### config.mk
export PLATFORM = sky130hd
export DESIGN_NAME = uart_tx_sequencer
export DESIGN_NICKNAME = d
export VERILOG_FILES = /design/src/rtl/uart_pkg.sv /design/src/rtl/uart_bit_timer.sv /design/src/rtl/uart_tx_sequencer.sv
export SDC_FILE = /design/constraint.sdc
export NUM_CORES = 1
export LEC_CHECK = 0
export BUFFER_PORTS_ARGS = -buffer_cell sky130_fd_sc_hd__clkbuf_2
export CELL_PAD_IN_SITES_DETAIL_PLACEMENT = 1
export CELL_PAD_IN_SITES_GLOBAL_PLACEMENT = 2
export CORE_UTILIZATION = 40
export DETAILED_ROUTE_END_ITERATION = 6
export GPL_ROUTABILITY_DRIVEN = 0
export PLACE_DENSITY = 0.93
export SLEW_MARGIN = 0
export SYNTH_ARGS = -nofsm -noshare
export SYNTH_HDL_FRONTEND = slang
export SYNTH_HIERARCHICAL = 1
export SYNTH_SLANG_ARGS = --single-unit
### constraint.sdc
create_clock -name clk -period 5.47 [get_ports clk]
set_input_delay 0.8205 -clock clk [delete_from_list [all_inputs] [get_ports clk]]
set_output_delay 0.8205 -clock clk [all_outputs]
set_load 0.01 [all_outputs]
### src/rtl/uart_pkg.sv
`default_nettype none
// ============================================================================
//  Module      : uart_pkg
//  Description : Shared constants, FSM state type and the frame builder for
//                the UART packet transmit sequencer.
//  Revision    : 1.0  initial release
// ============================================================================
package uart_pkg;

    // Start + 8 data + parity + stop
    localparam int   FRAME_BITS = 11;
    localparam logic START_BIT  = 1'b0;
    localparam logic STOP_BIT   = 1'b1;

    typedef enum logic [1:0] {
        IDLE   = 2'd0,
        SHIFT  = 2'd1,
        FINISH = 2'd2
    } state_t;

    // Frame bit 0 goes out first: start, data LSB first, even parity, stop.
    function automatic logic [FRAME_BITS-1:0] build_frame(input logic [7:0] data);
        build_frame = {STOP_BIT, ^data, data, START_BIT};
    endfunction

endpackage
`default_nettype wire

### src/rtl/uart_bit_timer.sv
`default_nettype none
// ============================================================================
//  Module      : uart_bit_timer
//  Description : Free-running bit-period counter. Held at zero while clear is
//                high; tick pulses in the last cycle of every CLKS_PER_BIT
//                cycle period.
//  Revision    : 1.0  initial release
// ============================================================================
module uart_bit_timer #(
    parameter int CLKS_PER_BIT = 868
) (
    input  logic clk,
    input  logic rst_n,
    input  logic clear,
    output logic tick
);

    localparam int                 c_cnt_w    = (CLKS_PER_BIT > 1) ? $clog2(CLKS_PER_BIT) : 1;
    localparam logic [c_cnt_w-1:0] c_terminal = c_cnt_w'(CLKS_PER_BIT - 1);

    logic [c_cnt_w-1:0] r_count;
    logic               w_at_terminal;

    assign w_at_terminal = (r_count == c_terminal);
    assign tick          = !clear && w_at_terminal;

    // Count cycles within the current bit period, wrapping at terminal count
    always_ff @(posedge clk or negedge rst_n) begin
        if (!rst_n) begin
            r_count <= '0;
        end else if (clear || w_at_terminal) begin
            r_count <= '0;
        end else begin
            r_count <= r_count + 1'b1;
        end
    end

endmodule
`default_nettype wire

### src/rtl/uart_tx_sequencer.sv
`default_nettype none
// ============================================================================
//  Module      : uart_tx_sequencer
//  Description : Accepts a PACKET_SIZE-bit packet, splits it into bytes (MSB
//                byte first, zero-padded at the LSB end) and transmits each
//                as an 11-bit UART frame with even parity, back to back.
//  Revision    : 1.0  initial release
// ============================================================================
module uart_tx_sequencer
    import uart_pkg::*;
#(
    parameter int PACKET_SIZE  = 16,
    parameter int CLKS_PER_BIT = 868
) (
    input  logic                   clk,
    input  logic                   rst_n,
    input  logic [PACKET_SIZE-1:0] sys_packet,
    input  logic                   pkt_valid,
    output logic                   pkt_ready,
    input  logic                   abort,
    output logic                   tx,
    output logic                   busy,
    output logic                   done
);

    localparam int                  c_num_bytes = (PACKET_SIZE + 7) / 8;
    localparam int                  c_ext_w     = c_num_bytes * 8;
    localparam int                  c_pad       = c_ext_w - PACKET_SIZE;
    localparam int                  c_byte_w    = $clog2(c_num_bytes + 1);
    localparam logic [c_byte_w-1:0] c_last_byte = c_byte_w'(c_num_bytes - 1);
    localparam logic [3:0]          c_last_bit  = 4'(FRAME_BITS - 1);

    state_t                r_state;
    state_t                w_state_next;
    logic [c_ext_w-1:0]    r_packet;
    logic [c_byte_w-1:0]   r_byte_idx;
    logic [3:0]            r_bit_idx;
    logic                  r_tx;
    logic                  r_ready;

    logic                  w_tick;
    logic                  w_timer_clr;
    logic                  w_accept;
    logic                  w_abort;
    logic                  w_frame_end;
    logic                  w_last_byte;
    logic [c_ext_w-1:0]    w_packet_shifted;
    logic [7:0]            w_cur_byte;
    logic [FRAME_BITS-1:0] w_frame;

    // The timer only runs while a frame is on the line so every frame bit
    // starts a fresh period right after the accept edge.
    assign w_timer_clr = (r_state != SHIFT);

    uart_bit_timer #(
        .CLKS_PER_BIT (CLKS_PER_BIT)
    ) u_bit_timer (
        .clk   (clk),
        .rst_n (rst_n),
        .clear (w_timer_clr),
        .tick  (w_tick)
    );

    // Byte 0 is the most significant byte of the padded packet.
    assign w_packet_shifted = r_packet << {r_byte_idx, 3'b000};
    assign w_cur_byte       = w_packet_shifted[c_ext_w-1 -: 8];
    assign w_frame          = build_frame(w_cur_byte);
    assign w_last_byte      = (r_byte_idx == c_last_byte);

    assign pkt_ready = r_ready;
    assign tx        = r_tx;
    assign busy      = (r_state == SHIFT);
    assign done      = (r_state == FINISH);

    // State register
    always_ff @(posedge clk or negedge rst_n) begin
        if (!rst_n) begin
            r_state <= IDLE;
        end else begin
            r_state <= w_state_next;
        end
    end

    // Next-state decode and datapath strobes; abort only matters mid-packet
    always_comb begin
        w_state_next = r_state;
        w_accept     = 1'b0;
        w_abort      = 1'b0;
        w_frame_end  = 1'b0;
        case (r_state)
            IDLE: begin
                if (pkt_valid && r_ready) begin
                    w_accept     = 1'b1;
                    w_state_next = SHIFT;
                end
            end
            SHIFT: begin
                if (abort) begin
                    w_abort      = 1'b1;
                    w_state_next = IDLE;
                end else if (w_tick && (r_bit_idx == c_last_bit)) begin
                    w_frame_end = 1'b1;
                    if (w_last_byte) begin
                        w_state_next = FINISH;
                    end
                end
            end
            FINISH: begin
                w_state_next = IDLE;
            end
            default: begin
                w_state_next = IDLE;
            end
        endcase
    end

    // Packet capture, byte/bit counters and the registered serial output
    always_ff @(posedge clk or negedge rst_n) begin
        if (!rst_n) begin
            r_packet   <= '0;
            r_byte_idx <= '0;
            r_bit_idx  <= '0;
            r_tx       <= STOP_BIT;
            r_ready    <= 1'b0;
        end else begin
            // Ready is registered so it stays low through reset and rises
            // one cycle after release; otherwise it tracks IDLE exactly.
            r_ready <= (w_state_next == IDLE);
            if (w_accept) begin
                r_packet   <= c_ext_w'(sys_packet) << c_pad;
                r_byte_idx <= '0;
                r_bit_idx  <= '0;
                r_tx       <= START_BIT;
            end else if (w_abort) begin
                r_byte_idx <= '0;
                r_bit_idx  <= '0;
                r_tx       <= STOP_BIT;
            end else if (w_frame_end) begin
                r_bit_idx <= '0;
                if (w_last_byte) begin
                    r_byte_idx <= '0;
                    r_tx       <= STOP_BIT;
                end else begin
                    r_byte_idx <= r_byte_idx + 1'b1;
                    r_tx       <= START_BIT;
                end
            end else if ((r_state == SHIFT) && w_tick) begin
                r_bit_idx <= r_bit_idx + 4'd1;
                r_tx      <= w_frame[r_bit_idx + 4'd1];
            end
        end
    end

endmodule
`default_nettype wire
==> impl_metrics.csv <==
group,metric,value,unit
status,outcome,"finished, final reports clean",
worst_setup_path,cp_cell_sequence,"inv_1, ha_1, mux2i_1, o31ai_1, nor4_1, o21ai_1, a32oi_1, a21bo_1",
timing,tightest_slew,895,ps
worst_hold_path,hp-class,"flop to flop",
worst_setup_path,cp-end-kind,"flop",
die,fp.coreArea,4720,um2
worst_setup_path,slowest_stage,"dfrtp_1",
worst_setup_path,crit_arrival,2720,ps
timing,timing.final.crit_share,45.5,%
finish,syn_to_final_growth,14.5,%
global_route,first_global_vias,1476,
yosys,synth-main-ff-cell,"dfrtp_1",
power_and_ir_drop,switching_share,34.9,%
timing,fin_setup_tns,0,ps
clocking,post-cts-setup-buffers,0,
worst_setup_path,r2r_cells,8,
clocking,numCtsBuffers,5,
yosys,yosysSeqAreaShare,46.2,%
clocking,path_clk_slew,80,ps
finish,diodes,0,
power_and_ir_drop,switching_power,0.381,mW
yosys,ys_types,39,
clocking,ctsResizeCount,0,
clocking,clock_latency,290,ps
yosys,synthCells,183,
worst_setup_path,r2r_end,"tx",
yosys,synth_nets,206,
worst_setup_path,r2r_start,"r_bit_idx[0]",
worst_hold_path,min_to,"r_bit_idx[3]",
worst_setup_path,critPathBufInv,1,
clocking,root_buffer,"clkbuf_8",
detailed_routing,avgRoutedWirePerCell,15.4,um
yosys,ys_ff_latch,36,
power_and_ir_drop,pwr-share-comb,39.0,%
timing,skew,7.61,ps
worst_hold_path,whs_path_depth,2,
worst_setup_path,max_stage_delay,570,ps
worst_setup_path,worstSetupStartpointType,"flop",
timing,period_minus_slack,2490,ps
power_and_ir_drop,ir_worst_vdd,280,uV
detailed_routing,drt_first_pass_iters,4,
yosys,yosysWarnings,6,
place,hpwl,3.08,mm
place,port_buffers,23,
clocking,ctsLongestPathBuffers,2,
detailed_routing,vias,1462,
detailed_routing,drt_iter0_markers,82,
clocking,htree_levels,2,
detailed_routing,postRouteAntennaNets,0,
yosys,synth_area,1950,um2
power_and_ir_drop,seqPwrFrac,39.2,%
timing,setup_viol_count_final,0,
detailed_routing,vias_per_cell,5.30,
power_and_ir_drop,p_clk_share,21.7,%
timing,final_hold_viol_count,0,
yosys,synth_top_area_share,44.8,%
worst_setup_path,worstSetupPathType,"flop to flop",
die,die_y,71.9,um
worst_setup_path,regToRegSetupSlack,2980,ps
clocking,cts_tree,"done",
finish,layout-drive-gt1-share,25.8,%
global_route,grt_pass1_wl,7.32,mm
die,rows,25,
job,cap_viol_max_count,0,
die,die_area,5170,um2
finish,nets,231,
global_route,track_usage,18.7,%
place,dp_slack,2990,ps
yosys,ys_top_cells_by_area,"dfrtp_1, mux2_2, xnor2_1",
worst_setup_path,critPathRequiredTime,5700,ps
timing,clock.fmax,401,MHz
die,boundaryPins,24,
global_route,overflow,0,
clocking,holdBufCountCts,0,
timing,rsz0062_at_grt,"false",
timing,slew_viol_final,0,
power_and_ir_drop,power_leakage,0.943,nW
worst_setup_path,crit_fanout,10,
yosys,synth_edf_count,0,
timing,slew_headroom,40.3,%
yosys,yosysTopAreaCell,"dfrtp_1",
die,start_util,41.4,%
worst_setup_path,cpLargestDelayFamily,"compound AO/OA/AOI/OAI gates",
timing,fin_ws,2980,ps
die,die_x,71.9,um
worst_hold_path,min_from,"r_bit_idx[3]",
yosys,async_flop_share,100,%
yosys,synth_area_per_cell,10.7,um2
power_and_ir_drop,powerDensity,488,nW/um2
global_route,antenna_found_initial,0,
global_route,grt_max_degree,37,
clocking,cts_sinks,36,
detailed_routing,wl,4.25,mm
power_and_ir_drop,internal_power,0.712,mW
detailed_routing,drc_errors,0,
[power by group through the flow]
| stage | Sequential, mW | Combinational, mW | Clock, mW |
|---|---|---|---|
| CTS | 0.430 | 0.432 | 0.245 |
| detailed placement | 0.434 | 0.429 | 0 |
| floorplan | 0.411 | 0.347 | 0 |
| global placement | 0.427 | 0.420 | 0 |
| global route | 0.440 | 0.470 | 0.255 |
| finish | 0.429 | 0.427 | 0.237 |
[synthesized netlist by cell type (all sizes together), types with 3 or more instances]
library cell and n:
nor4 5, or3 3, mux2 16, nand3 5, nand2b 4, o31ai 4
xnor2 13, o21ai 11, ha 3, buf 6, mux2i 9, dfrtp 35
nor2 18, inv 4, a21oi 6, nand4 3, and2 4, xor2 7
nand2 11, nor3 3
[sequential cells by signal, summed over array words and instances, names as in the netlist]
name,count
r_packet,16
u_bit_timer/r_count,10
r_bit_idx,4
r_byte_idx,2
r_state,2
pkt_ready,1
tx,1
[layout by cell type, fill, tap and decap left out, drive strengths merged, types with 3 or more instances in the layout]
cell type and instances:
nor4 5, nand2b 4, ha 3, nand2 11, o31ai 4, and2 4
xor2 7, clkbuf 28, mux2i 9, dfrtp 35, nand3 5, inv 4
nand4 3, or3 3, o21ai 11, mux2 16, xnor2 13, nor2 18
nor3 3, a21oi 6
[logic make-up after synthesis]
kind of cell               count (synthesis)  synth area share, %
and+or+nand+nor                           61                 17.0
DFF                                       36                 46.2
AOI/OAI and AO/OA                         28                 9.35
muxes                                     25                 13.8
xor gates and xnor gates                  20                 8.96
buffers and inverters                     10                 2.75
adders and majority gates                  3                 1.92
[area by class of cell]
| class | count | area [um2] |
|---|---|---|
| clock buffer | 5 | 68.8 |
| fill | 549 | 2480 |
| clock inverter | 3 | 42.5 |
| sequential | 36 | 902 |
| tap | 67 | 83.8 |
| timing repair buffer | 24 | 123 |
| inverter | 4 | 15.0 |
| multi-input combinational | 137 | 1000 |
[stage by stage]
| stage | instance area [um2] | util [%] | total power, mW | hold slack [ps] | cells |
|---|---|---|---|---|---|
| final | 2240 | 47.4 | 1.09 | 550 | 276 |
| after global placement | 2130 | 45.0 | 0.848 | 513 | 268 |
| after global routing | 2240 | 47.4 | 1.17 | 586 | 276 |
| after floorplan | 1950 | - | 0.758 | 491 | 183 |
| after CTS | 2240 | 47.4 | 1.11 | 551 | 276 |
| after detailed placement | 2130 | 45.0 | 0.863 | 534 | 268 |
[metal layers]
layer  track usage, %  part of all wire (%)
met5                0                     0
met4             7.41                   1.3
met3             4.86                   2.4
met2             29.2                    48
met1             24.9                    48
[tightest hold or removal path, cell delays in order (launching register included)]
cell and delay, ps:
dfrtp_1 400, nand2_1 60, o21ai_0 60
[how the worst max path moves through the flow]
stage / slack (ps) / end / start / cells past startpoint
after global routing: 2610 / tx / u_bit_timer/r_count[0] / 9
after floorplan: 3340 / tx / u_bit_timer/r_count[3] / 8
final: 2980 / tx / r_bit_idx[0] / 8
after global placement: 3090 / tx / r_bit_idx[0] / 8
after CTS: 2950 / tx / u_bit_timer/r_count[0] / 9
after detailed placement: 2990 / tx / u_bit_timer/r_count[0] / 9
Power figures use the tool's default switching activity.
